[src/rtl/adc_ramp_check_multi_pkg.sv]
// ============================================================================
// Module  : adc_ramp_check_multi_pkg
// Brief   : Shared state encoding and lane/slice helpers for the ramp checker.
// Revision: 1.0
// ============================================================================
`default_nettype none

package adc_ramp_check_multi_pkg;

    typedef enum logic [1:0] {
        ST_IDLE  = 2'd0,
        ST_ARM   = 2'd1,
        ST_CHECK = 2'd2,
        ST_DONE  = 2'd3
    } state_t;

    // Each core delivers an H and an L sample per path.
    function automatic int lanes_of(input int paths);
        return 2 * paths;
    endfunction

    // LSB position of (channel, lane) inside the flattened data bus.
    function automatic int slice_lsb(input int ch, input int lane, input int lanes, input int width);
        return (ch * lanes + lane) * width;
    endfunction

endpackage

`default_nettype wire

[src/rtl/adc_ramp_check_lane.sv]
// ============================================================================
// Module  : adc_ramp_check_lane
// Brief   : Per-channel two-stage ramp checker with saturating error counter.
// Revision: 1.0
// ============================================================================
`default_nettype none

module adc_ramp_check_lane #(
    parameter int ADC_DATA_WIDTH = 8,
    parameter int LANES          = 8,
    parameter int RAMP_STEP      = 1,
    parameter int CNT_W          = 16
) (
    input  logic                            clk,
    input  logic                            rst,
    input  logic                            start_i,
    input  logic                            cap_i,
    input  logic                            first_i,
    input  logic                            done_i,
    input  logic [LANES*ADC_DATA_WIDTH-1:0] word_i,
    output logic                            ok_o,
    output logic [CNT_W-1:0]                err_cnt_o
);

    localparam int W = ADC_DATA_WIDTH;
    localparam logic [W-1:0] C_STEP = W'(RAMP_STEP);

    logic [LANES*W-1:0] word_q, word_d;
    logic [W-1:0]       prev_q, prev_d;
    logic               v1_q, v1_d;
    logic               first1_q, first1_d;
    logic [CNT_W-1:0]   err_q, err_d;
    logic               ok_q, ok_d;
    logic               w_fail;

    always_comb begin
        w_fail = 1'b0;
        for (int k = 0; k < LANES - 1; k++) begin
            if (word_q[(k+1)*W +: W] != W'(word_q[k*W +: W] + C_STEP)) begin
                w_fail = 1'b1;
            end
        end
        if (!first1_q && (word_q[0 +: W] != W'(prev_q + C_STEP))) begin
            w_fail = 1'b1;
        end
    end

    always_comb begin
        word_d   = word_q;
        prev_d   = prev_q;
        v1_d     = cap_i;
        first1_d = first_i;
        err_d    = err_q;
        ok_d     = ok_q;

        // Stage 1: the word being replaced supplies the previous last sample.
        if (cap_i) begin
            word_d = word_i;
            prev_d = word_q[(LANES-1)*W +: W];
        end

        if (v1_q && w_fail && (err_q != {CNT_W{1'b1}})) begin
            err_d = err_q + CNT_W'(1);
        end

        if (done_i) begin
            ok_d = (err_q == '0);
        end

        if (start_i) begin
            err_d = '0;
            ok_d  = 1'b0;
            v1_d  = 1'b0;
        end
    end

    always_ff @(posedge clk or posedge rst) begin
        if (rst) begin
            word_q   <= '0;
            prev_q   <= '0;
            v1_q     <= 1'b0;
            first1_q <= 1'b0;
            err_q    <= '0;
            ok_q     <= 1'b0;
        end else begin
            word_q   <= word_d;
            prev_q   <= prev_d;
            v1_q     <= v1_d;
            first1_q <= first1_d;
            err_q    <= err_d;
            ok_q     <= ok_d;
        end
    end

    assign ok_o      = ok_q;
    assign err_cnt_o = err_q;

endmodule

`default_nettype wire

[src/rtl/adc_ramp_check_multi.sv]
// ============================================================================
// Module  : adc_ramp_check_multi
// Brief   : Multi-channel ADC test-ramp checker: run FSM plus one lane per channel.
// Revision: 1.0
// ============================================================================
`default_nettype none

module adc_ramp_check_multi
    import adc_ramp_check_multi_pkg::*;
#(
    parameter int ADC_DATA_WIDTH    = 8,
    parameter int PARALLEL_PATH_NUM = 4,
    parameter int NUM_CHANNELS      = 4,
    parameter int CHECK_CYCLES      = 256,
    parameter int RAMP_STEP         = 1,
    parameter int CNT_W             = 16
) (
    input  logic                                                     clk,
    input  logic                                                     rst,
    input  logic                                                     detect_in,
    input  logic [NUM_CHANNELS*2*PARALLEL_PATH_NUM*ADC_DATA_WIDTH-1:0] adc_data_i,
    output logic                                                     check_busy,
    output logic                                                     check_done,
    output logic [NUM_CHANNELS-1:0]                                  ramp_ok_o,
    output logic [NUM_CHANNELS*CNT_W-1:0]                            err_cnt_o
);

    localparam int LANES = lanes_of(PARALLEL_PATH_NUM);
    localparam int CW    = $clog2(CHECK_CYCLES + 1);
    localparam logic [CW-1:0] C_LAST = CW'(CHECK_CYCLES - 1);

    state_t        state_q, state_d;
    logic [CW-1:0] cnt_q, cnt_d;
    logic          det_q, det_d;
    logic          armed_q, armed_d;
    logic          busy_q, busy_d;
    logic          done_q, done_d;
    logic          w_start;
    logic          w_cap;
    logic          w_first;
    logic          w_done;

    // A level left high across reset must be dropped once before it can start a run.
    assign w_start = (state_q == ST_IDLE) && detect_in && !det_q && armed_q;
    assign w_cap   = (state_q == ST_ARM) || ((state_q == ST_CHECK) && (cnt_q != C_LAST));
    assign w_first = (state_q == ST_ARM);
    assign w_done  = (state_q == ST_DONE);

    always_comb begin
        state_d = state_q;
        cnt_d   = cnt_q;
        det_d   = detect_in;
        armed_d = armed_q | ~detect_in;
        busy_d  = (state_q == ST_ARM) || (state_q == ST_CHECK);
        done_d  = (state_q == ST_DONE);
        case (state_q)
            ST_IDLE: begin
                if (w_start) begin
                    state_d = ST_ARM;
                end
            end
            ST_ARM: begin
                state_d = ST_CHECK;
                cnt_d   = '0;
            end
            ST_CHECK: begin
                if (cnt_q == C_LAST) begin
                    state_d = ST_DONE;
                end else begin
                    cnt_d = cnt_q + CW'(1);
                end
            end
            default: begin
                state_d = ST_IDLE;
            end
        endcase
    end

    always_ff @(posedge clk or posedge rst) begin
        if (rst) begin
            state_q <= ST_IDLE;
            cnt_q   <= '0;
            det_q   <= 1'b0;
            armed_q <= 1'b0;
            busy_q  <= 1'b0;
            done_q  <= 1'b0;
        end else begin
            state_q <= state_d;
            cnt_q   <= cnt_d;
            det_q   <= det_d;
            armed_q <= armed_d;
            busy_q  <= busy_d;
            done_q  <= done_d;
        end
    end

    assign check_busy = busy_q;
    assign check_done = done_q;

    generate
        for (genvar c = 0; c < NUM_CHANNELS; c++) begin : g_ch
            adc_ramp_check_lane #(
                .ADC_DATA_WIDTH (ADC_DATA_WIDTH),
                .LANES          (LANES),
                .RAMP_STEP      (RAMP_STEP),
                .CNT_W          (CNT_W)
            ) u_lane (
                .clk       (clk),
                .rst       (rst),
                .start_i   (w_start),
                .cap_i     (w_cap),
                .first_i   (w_first),
                .done_i    (w_done),
                .word_i    (adc_data_i[slice_lsb(c, 0, LANES, ADC_DATA_WIDTH) +: LANES*ADC_DATA_WIDTH]),
                .ok_o      (ramp_ok_o[c]),
                .err_cnt_o (err_cnt_o[c*CNT_W +: CNT_W])
            );
        end
    endgenerate

endmodule

`default_nettype wire

[config.mk]
export PLATFORM = sky130hd
export DESIGN_NAME = adc_ramp_check_multi
export DESIGN_NICKNAME = d
export VERILOG_FILES = /design/src/rtl/adc_ramp_check_multi_pkg.sv /design/src/rtl/adc_ramp_check_lane.sv /design/src/rtl/adc_ramp_check_multi.sv
export SDC_FILE = /design/constraint.sdc
export NUM_CORES = 1
export LEC_CHECK = 0
export ABC_AREA = 1
export ABC_CLOCK_PERIOD_IN_PS = 11380
export CORE_UTILIZATION = 40
export DETAILED_ROUTE_END_ITERATION = 8
export GPL_ROUTABILITY_DRIVEN = 0
export GPL_TIMING_DRIVEN = 0
export PLACE_DENSITY = 0.68
export SYNTH_ARGS = -nofsm -noshare
export SYNTH_HDL_FRONTEND = slang
export SYNTH_SLANG_ARGS = --single-unit
[constraint.sdc]
create_clock -name clk -period 11.38 [get_ports clk]
set_input_delay 1.138 -clock clk [delete_from_list [all_inputs] [get_ports clk]]
set_output_delay 1.138 -clock clk [all_outputs]
set_load 0.01 [all_outputs]
* Yosys cells after proc, flatten, opt, wreduce, memory -nomap -nowiden
Cells that the tools add are included.
Storage, ports and cells: output and inout bits 70, memories kept 0, bits of input ports 259, register bits after elaboration 373, memory bits (writable) 0, latch bits 0, bits in read-only memories 0
Operators by class: multiplexer cells 54, multiply operators 0, shift operators 0, divide/modulo/power cells 0, add/sub/neg operators 37, equality and inequality tests 44, magnitude comparators 0, reductions and logical operators 33, bitwise operators 2
Operators with widths (number):
- adder 8 x 1 -> 8 bit (second input constant) | 32
- inequality test 8 bit | 32
- 2-to-1 mux 16 bit | 8
- adder 16 x 1 -> 16 bit (second input constant) | 4
- zero test 16 bit | 4
- inequality test 16 bit (second input constant) | 4
- 2-to-1 mux 1 bit | 41
- case mux 9 bit (2 select lines) | 1
- logical AND 1 bit | 16
- nonzero test 2 bit | 6
- adder 9 x 1 -> 9 bit (second input constant) | 1
- equality test 9 x 8 -> 1 bit (second input constant) | 1
- 2-to-1 mux 9 bit | 1
- inequality test 9 x 8 -> 1 bit (second input constant) | 1
- case mux 2 bit (3 select lines) | 1
- equality test 2 bit (second input constant) | 2
- 2-to-1 mux 2 bit | 2
- inequality test 2 x 1 -> 1 bit (second input constant) | 2
- AND reduction 2 bit | 2
- equality test 2 x 1 -> 1 bit (second input constant) | 1
- zero test 1 bit | 2
- zero test 2 bit | 1
- logical OR 1 bit | 2
- inequality test 2 bit (second input constant) | 1
- other kinds (2) | 2

* Longest topological paths before layout
Gate-level depths: netlist (run 1).
depth after elaboration 14, mapped depth 18

* By module
Synthesis (run 1) repeated with hierarchy kept, for this count alone.
Second synthesis, totals: cell total of the unflattened synthesis 3738, area total of the unflattened synthesis 25170.4 um^2
Modules (own cells, without submodules):
- adc_ramp_check_lane | seq. area each 2277.2 um^2, area an instance 6093.3 um^2, cells an instance 911, times used 4
- adc_ramp_check_multi | seq. area each 375.4 um^2, area an instance 797.0 um^2, cells an instance 94, times used 1

* Least setup slack after synthesis (run 1)
Ideal clock, no wire load.
path type register to register, start reg cnt_q[0], end reg cnt_q[5], slack 9045 ps, arrival time 2214 ps, path buffers 1, period minus slack after synthesis 2335 ps, cell stages (with the launch flop) 16, path through dfrtp_1 ha_1 inv_1 nor4_1 nand2_1 nor2_1 ha_1 nor2_1 nor2_1 clkbuf_1 nor2_1 inv_1 nand2_1 nand2_1 xor2_1 nor2_1
On the way: cells in the longest elaborated chain, start to end 3, elaborated cells on any way between the ends 6, those cells by class add/sub: 1; eq/ne: 2; mux: 2; reduce/logical: 1
RTL lines:
- start: declaration | line adc_ramp_check_multi.sv:33 | logic [CW-1:0] cnt_q, cnt_d;
- start signal: assignment | line adc_ramp_check_multi.sv:89 | cnt_q <= cnt_d;
- adder 9 x 1 -> 9 bit / equality test 9 x 8 -> 1 bit (equally long branches) | line adc_ramp_check_multi.sv:70, adc_ramp_check_multi.sv:67
- 2-to-1 mux 9 bit / inequality test 2 bit (equally long branches)
- case mux 9 bit (2 select lines) / AND reduction 2 bit (equally long branches)
Parallel ways exist; a longest one is shown, timed or not. The select of a mux whose other input is x is not followed. A chain may end at the register's enable or synchronous reset.

* Final worst setup path (run 1)
start reg cnt_q[0], end reg g_ch[1].u_lane.word_q[63]
On the way: cells in the longest elaborated chain, start to end 3
RTL lines:
- inequality test 9 x 8 -> 1 bit | line adc_ramp_check_multi.sv:45 | assign w_cap = (state_q == ST_ARM) || ((state_q == ST_CHECK) && (cnt_q != C_LAST));
- logical AND 1 bit | line adc_ramp_check_multi.sv:45
- logical OR 1 bit | line adc_ramp_check_multi.sv:45
- end signal: assignment | line adc_ramp_check_lane.sv:86 | word_q <= word_d;
- end: declaration | line adc_ramp_check_lane.sv:28 | logic [LANES*W-1:0] word_q, word_d;
Every way passes these cells.

==> results of run 1 <==
-- sequential cells by signal, summed over array words and instances, names as in the netlist, 2 cells and up --
| signal | count |
|---|---|
| state_q | 2 |
| g_ch.u_lane.ok_o | 4 |
| cnt_q | 9 |
| g_ch.u_lane.err_cnt_o | 64 |
| g_ch.u_lane.word_q | 256 |
| g_ch.u_lane.prev_q | 32 |
-- power by group through the flow --
stage	Combinational (W)	Clock, W	Sequential [W]
after floorplan	0.000278	0	0.00145
after CTS	0.000462	0.00153	0.00145
after detailed placement	0.000459	0	0.00147
after global placement	0.000444	0	0.00147
final	0.000460	0.00150	0.00145
after global routing	0.000526	0.00158	0.00146
-- through the flow --
| step | std cells | utilization, % | hold WS (ns) |
|---|---|---|---|
| after floorplan | 3647 | - | 0.414 |
| final | 4847 | 50.9 | 0.449 |
| after global routing | 4845 | 50.9 | 0.472 |
| after detailed placement | 4758 | 48.3 | 0.436 |
| after global placement | 4748 | 48.0 | 0.430 |
| after CTS | 4839 | 50.9 | 0.451 |
-- path summary, 6_finish.rpt --
| check | start | endpoint | slack (ns) | cells past startpoint |
|---|---|---|---|---|
| worst max-delay path | cnt_q[0] | g_ch[1].u_lane.word_q[63] | 7.67 | 13 |
| worst min register to register | armed_q | armed_q | 0.45 | 2 |
| max in group asynchronous | rst | g_ch[3].u_lane.word_q[27] | 9.17 | 5 |
| worst min-delay path | armed_q | armed_q | 0.45 | 2 |
| min in group asynchronous | rst | g_ch[0].u_lane.word_q[45] | 1.03 | 2 |
| worst max register to register | cnt_q[0] | g_ch[1].u_lane.word_q[63] | 7.67 | 13 |
-- kinds of logic after synthesis --
kind of cell / after synthesis
DFF: 373
buffers and inverters: 595
xor gates and xnor gates: 151
and+or+nand+nor: 2131
AOI/OAI and AO/OA: 350
adders and majority gates: 47
-- placed cells by master, fill, tap and decap left out, types with 3 or more instances in the layout --
master              n
a21oi_1            25
bufinv_16           4
buf_4               5
buf_6               4
nand3_1           356
nor2_1            255
inv_1             485
nand3_2             4
o21bai_1            3
dfrtp_1           373
xor2_1             98
ha_1               47
nor4_1             16
diode_2             8
clkbuf_1           87
nand3b_1            8
clkbuf_8            9
nor2_2             10
clkbuf_16          46
o22ai_1             3
clkdlybuf4s50_1   328
clkinv_2            4
clkinvlp_4          3
o21ai_0           304
buf_12             10
nor3_1             24
nand2_2             4
inv_2               6
xnor2_1            52
buf_1               8
buf_2              11
o21ai_1             5
nand4_1           104
nand2_1          1340
-- synthesized netlist by cell type, drive strengths merged --
master,count,share of area (%)
o31ai,1,0.031
a31oi,1,0.026
dfrtp,373,38
a22oi,2,0.062
nand2,1345,21
nor3b,1,0.031
o22ai,3,0.077
nand2b,1,0.026
buf,28,0.69
and3,1,0.026
a22o,1,0.036
xnor3,1,0.093
xnor2,52,1.9
clkbuf,75,1.2
inv,492,7.6
or2,4,0.10
a21oi,25,0.52
o21bai,5,0.25
nand3,361,7.6
nand4,104,2.7
a41oi,1,0.067
ha,47,2.4
nand3b,8,0.25
nor4,16,0.41
a21o,1,0.031
o21ai,310,6.4
xor2,98,3.5
nor2,265,4.2
nor3,25,0.54
-- final cells by class --
cell class	instances	area (µm²)	area share (%)
diodes	8	20.0	0.0661
plain buffers	103	450	1.49
clock buffers	68	1320	4.37
clock inverters	13	189	0.624
inverters	492	1850	6.11
multi-input cells	2679	12700	41.8
flip-flops and latches	373	9330	30.8
well taps	773	967	3.19
repair buffers	338	3480	11.5
-- worst max-delay path, cell delays in order, from the launching register on --
cell and delay [ns]:
dfrtp_1 0.41, ha_1 0.23, inv_1 0.07, nor4_1 0.07, nand2_1 0.10, nor2_1 0.05, ha_1 0.17, nor2_1 0.35
nor2_1 0.12, inv_2 0.24, clkbuf_1 0.71, clkbuf_1 0.74, nand2_1 0.22, o21ai_0 0.13
-- per-layer routing --
metal / GRT usage (%) / share of wire [%]
met1: 33.7 / 45
met2: 42.4 / 46
met4: 8.32 / 2.9
met5: 0 / 0.017
met3: 3.35 / 5.7
==> run summary, run 1 <==
part of the power in combinational logic -> 13.5%
CTS Hold Bufs -> 0
Synth Area in Adders -> 2.42%
post-synthesis sequential area ratio -> 38.4%
CTS tree -> built
pin count of the biggest net entering global routing -> 42
Clk pwr share -> 44.1%
hpwl dp -> 60200 µm
worst vdd ir -> 96.4 µV
XOR/XNOR share of the synthesized area -> 5.50%
Iter 0 DRT Violations -> 1604
Post-CTS Setup Inserts -> 0
Clock Path Buffers -> 3
grt total ovfl -> 0
port bufs -> 328
FILL cells -> 5932
fin. max-slew vios -> 0
Die H -> 248 µm
Mean Syn Cell Area -> 6.66 µm²
Vias per Instance -> 5.01
GRT Util Overall -> 25.3%
Power Total -> 0.00341 W
largest family of logic cells by synthesized area -> simple AND/OR/NAND/NOR gates
Starting Density -> 40.9%
global-route wire length before repair -> 126000 µm
antenna-violating nets left -> 0
initial antenna violation count -> 8
CTS Buf Count -> 46
DR vias -> 24300
critical path type -> reg2reg
Slew HR -> 40.0%
HP Class -> reg2reg
Reg clk slew, reported paths -> 0.06 ns
final setup vio count -> 0
DRC -> 0
row count -> 89
WP data arrival -> 4.22 ns
fin area -> 0.0303 mm²
Critical Path End Type -> flip-flop
Layout Skew -> 0.0236 ns
Least-Margin Pin Slew -> 0.901 ns
clock sinks -> 373
status -> completed
unrepaired setup endpoints after global routing -> false
worst skew pair latency -> 0.60 ns
Flop pwr share -> 42.4%
fin nets -> 4339
per-cell routed wire length -> 16.0 µm
Max Fclk -> 0.269 GHz
share of layout cells above drive strength 1 -> 3.27%
post-synthesis simple-gate area fraction -> 36.7%
Fin. Hold Viols -> 0
critical-path maximum fanout -> 10
internal power -> 0.00248 W
final worst-path cycle share -> 32.6%
leakage -> 15.9 nW
proportion of synthesized area in mux cells -> 0%
die width -> 248 µm
register bit total from synthesis -> 373
area delta synth->final -> 24.6%
Max-cap violations -> 0
dpl ws -> 7.67 ns
cell area power density -> 113 mW/mm²
Placed Area -> 0.0287 mm²
Synth Area in Compound Gates -> 7.52%
die area -> 0.0617 mm²
Switching Share -> 27.3%
TNS Setup -> 0 ns
area of the core -> 0.0595 mm²
vias in the first global route -> 23500
Synth Cell Area -> 0.0243 mm²
io pins -> 329
worst path required time -> 11.88 ns
yosys warns -> 0
Initial DRT Pass Iterations -> 8
Switch Pwr -> 0.000930 W
Syn Inst Count -> 3647
Critical Path Source Type -> flip-flop
Post-CTS Resized -> 0
Synth cell types -> 44
Final WS setup -> 7.67 ns
H-tree level count -> 2
WL final -> 77500 µm
Synthesized Nets -> 3953
Clock Tree Root -> clkbuf_16
fin crit period -> 3.71 ns
(Power assumes the default switching activity.)
==> inputs of run 2 (changes only) <==
ABC_CLOCK_PERIOD_IN_PS = 3600   (was 11380)
PLACE_DENSITY = 0.65   (was 0.68)
clock period = 3.6 ns   (was 11.38 ns; I/O delays follow)
==> run 2 against run 1 <==
Effect of this change: sequential share of layout area about the same; power rose to 3.2 times the previous value; via count down 0.94%; clock skew down 0.0041 ns; critical path type unchanged.
==> run summary, run 2 (same netlist as run 1, synthesis figures left out) <==
io pins -> 329 (unchanged)
Fin. Hold Viols -> 0 (unchanged)
critical path type -> reg2reg
cell area power density -> 357 mW/mm² (+220%)
Layout Skew -> 0.0195 ns (-0.00409 ns)
Starting Density -> 40.9% (unchanged)
port bufs -> 328 (unchanged)
Clock Path Buffers -> 3 (unchanged)
worst path cell trace -> ha_1 > inv_1 > nor4_1 > nand2_1 > nor2_1 > ha_1 > nor2_1 > nor2_1 > inv_2 > clkbuf_2 > buf_1 > nand2_1 > o21ai_0
most frequent cells in the layout -> 1340 x nand2_1, 485 x inv_1, 373 x dfrtp_1
Die H -> 248 µm (unchanged)
fin. max-slew vios -> 0 (unchanged)
Clock Tree Root -> clkbuf_16
worst vdd ir -> 352 µV (+260%)
Max Fclk -> 0.305 GHz (+13%)
final setup vio count -> 0 (unchanged)
fin nets -> 4339 (unchanged)
die area -> 0.0617 mm² (unchanged)
per-cell routed wire length -> 16.0 µm (+0.27%)
Iter 0 DRT Violations -> 1583 (-1.3%)
Post-Route Utilization -> 51.0% (+0.069 points)
DR vias -> 24100 (-0.94%)
Top reg by flops -> g_ch.u_lane.word_q
worst path required time -> 4.05 ns (-7.83 ns)
TNS Setup -> 0 ns (unchanged)
final worst-path cycle share -> 91.0% (+58 points)
fin area -> 0.0303 mm² (+0.14%)
non-filler instance count after layout -> 4849 (+0.041%)
area of the core -> 0.0595 mm² (unchanged)
antenna-violating nets left -> 0 (unchanged)
clock sinks -> 373 (unchanged)
worst skew pair latency -> 0.59 ns (about the same)
CP max-delay cell -> buf_1
CTS tree -> built
area delta synth->final -> 24.8%
CP top delay family -> buffers and inverters
status -> completed
Slowest Stage Delay on Critical Path -> 0.54 ns (-0.20 ns)
unrepaired setup endpoints after global routing -> false
worst path bufs/invs -> 4 (unchanged)
H-tree level count -> 2 (unchanged)
row count -> 89 (unchanged)
Critical Path End Type -> flip-flop
Max-cap violations -> 0 (unchanged)
leakage -> 16.0 nW (+0.29%)
Post-CTS Setup Inserts -> 0 (unchanged)
Least-Margin Pin Slew -> 0.878 ns (-0.0228 ns)
share of layout cells above drive strength 1 -> 3.47% (+0.20 points)
Placed Cells -> 4758 (unchanged)
commonest non-fill, non-tap cell in the layout -> nand2_1
GRT Util Overall -> 25.3% (about the same)
die width -> 248 µm (unchanged)
vias in the first global route -> 23000 (-2.3%)
Initial DRT Pass Iterations -> 6 (-2)
critical-path maximum fanout -> 10 (unchanged)
hpwl dp -> 60400 µm (+0.37%)
Reg clk slew, reported paths -> 0.06 ns (about the same)
fin crit period -> 3.27 ns (-0.440 ns)
Critical Path Source Type -> flip-flop
Slew HR -> 41.5% (+1.5 points)
FILL cells -> 5948 (+0.27%)
most frequent CP cell -> nor2_1
max reg flops -> 256 (unchanged)
initial antenna violation count -> 11 (+3)
Vias per Instance -> 4.97 (-0.98%)
HP Class -> in2async
Placed Area -> 0.0287 mm² (unchanged)
DRC -> 0 (unchanged)
CTS Buf Count -> 46 (unchanged)
Power Total -> 0.0108 W (+220%)
WP data arrival -> 3.73 ns (-0.49 ns)
grt total ovfl -> 0 (unchanged)
pin count of the biggest net entering global routing -> 40 (-4.8%)
WL final -> 77800 µm (+0.31%)
global-route wire length before repair -> 125000 µm (-0.81%)
[run 2: changes by cell type in the layout (fill, tap and decap cells not counted), sizes merged]
| cell | before | now |
|---|---|---|
| clkbuf | 143 | 144 |
| clkinvlp | 3 | 1 |
| clkinv | 5 | 11 |
| inv | 493 | 491 |
| bufinv | 4 | 3 |
[run 2: metal layers]
layer / part of all wire [%] / GRT usage, % / routed length, µm / vias up
met4: 2.5 / 7.72 / 1920 / 4
met5: 0.037 / 0 / 29 / -
met2: 47 / 41.9 / 36300 / 576
li1: - / - / - / 12300
met1: 46 / 34.3 / 35800 / 11100
met3: 4.8 / 3.16 / 3710 / 116
[run 2: final timing paths]
path,cells past startpoint,startpoint,slack [ns],endpoint
max in group asynchronous,5,rst,2.17,g_ch[1].u_lane.word_q[18]
min in group clk,1,detect_in,0.30,det_q
worst min-delay path,2,rst,0.25,g_ch[2].u_lane.word_q[24]
worst max-delay path,13,cnt_q[0],0.33,g_ch[0].u_lane.word_q[63]
worst min register to register,2,armed_q,0.44,armed_q
worst max register to register,13,cnt_q[0],0.33,g_ch[0].u_lane.word_q[63]
[run 2: area by class of cell]
cell class,count,area [µm²],share of cell area [%]
tap,773,967,3.19
multi-input combinational,2679,12700,41.8
buffer,103,454,1.50
timing repair buffer,338,3480,11.5
inverter,492,1850,6.10
antenna,8,20.0,0.0660
clock inverter,14,149,0.491
sequential,373,9330,30.8
clock buffer,69,1400,4.62
[run 2: worst reg2reg max path: stages (launching register included)]
cell      delay [ns]
dfrtp_1         0.41
ha_1            0.22
inv_1           0.07
nor4_1          0.07
nand2_1         0.09
nor2_1          0.05
ha_1            0.17
nor2_1          0.31
nor2_1          0.11
inv_2           0.24
clkbuf_2        0.39
buf_1           0.54
nand2_1         0.28
o21ai_0         0.20
[run 2: what timing repair did]
action	CTS	global route
endpoints found under the setup margin	1	3
pin swaps	0	0
gates resized for setup	1	5
hold buffers	0	0
[run 2: report_power, final]
| part | switching (W) | internal (W) | leakage, nW | total (W) |
|---|---|---|---|---|
| logic | 0.000791 | 0.000661 | 10.8 | 0.00145 |
| registers | 0.000217 | 0.00436 | 4.45 | 0.00458 |
| clock network | 0.00192 | 0.00289 | 0.773 | 0.00481 |
| total | 0.00293 | 0.00791 | 16.0 | 0.0108 |
[run 2: through the flow]
step | hold slack (ns) | setup slack (ns)
3_3_place_gp | 0.428 | -4.73
6_report | 0.248 | 0.325
4_1_cts | 0.239 | 0.0203
5_1_grt | 0.286 | 0.0273
3_5_place_dp | 0.430 | -0.0286
2_1_floorplan | 0.391 | -1.77
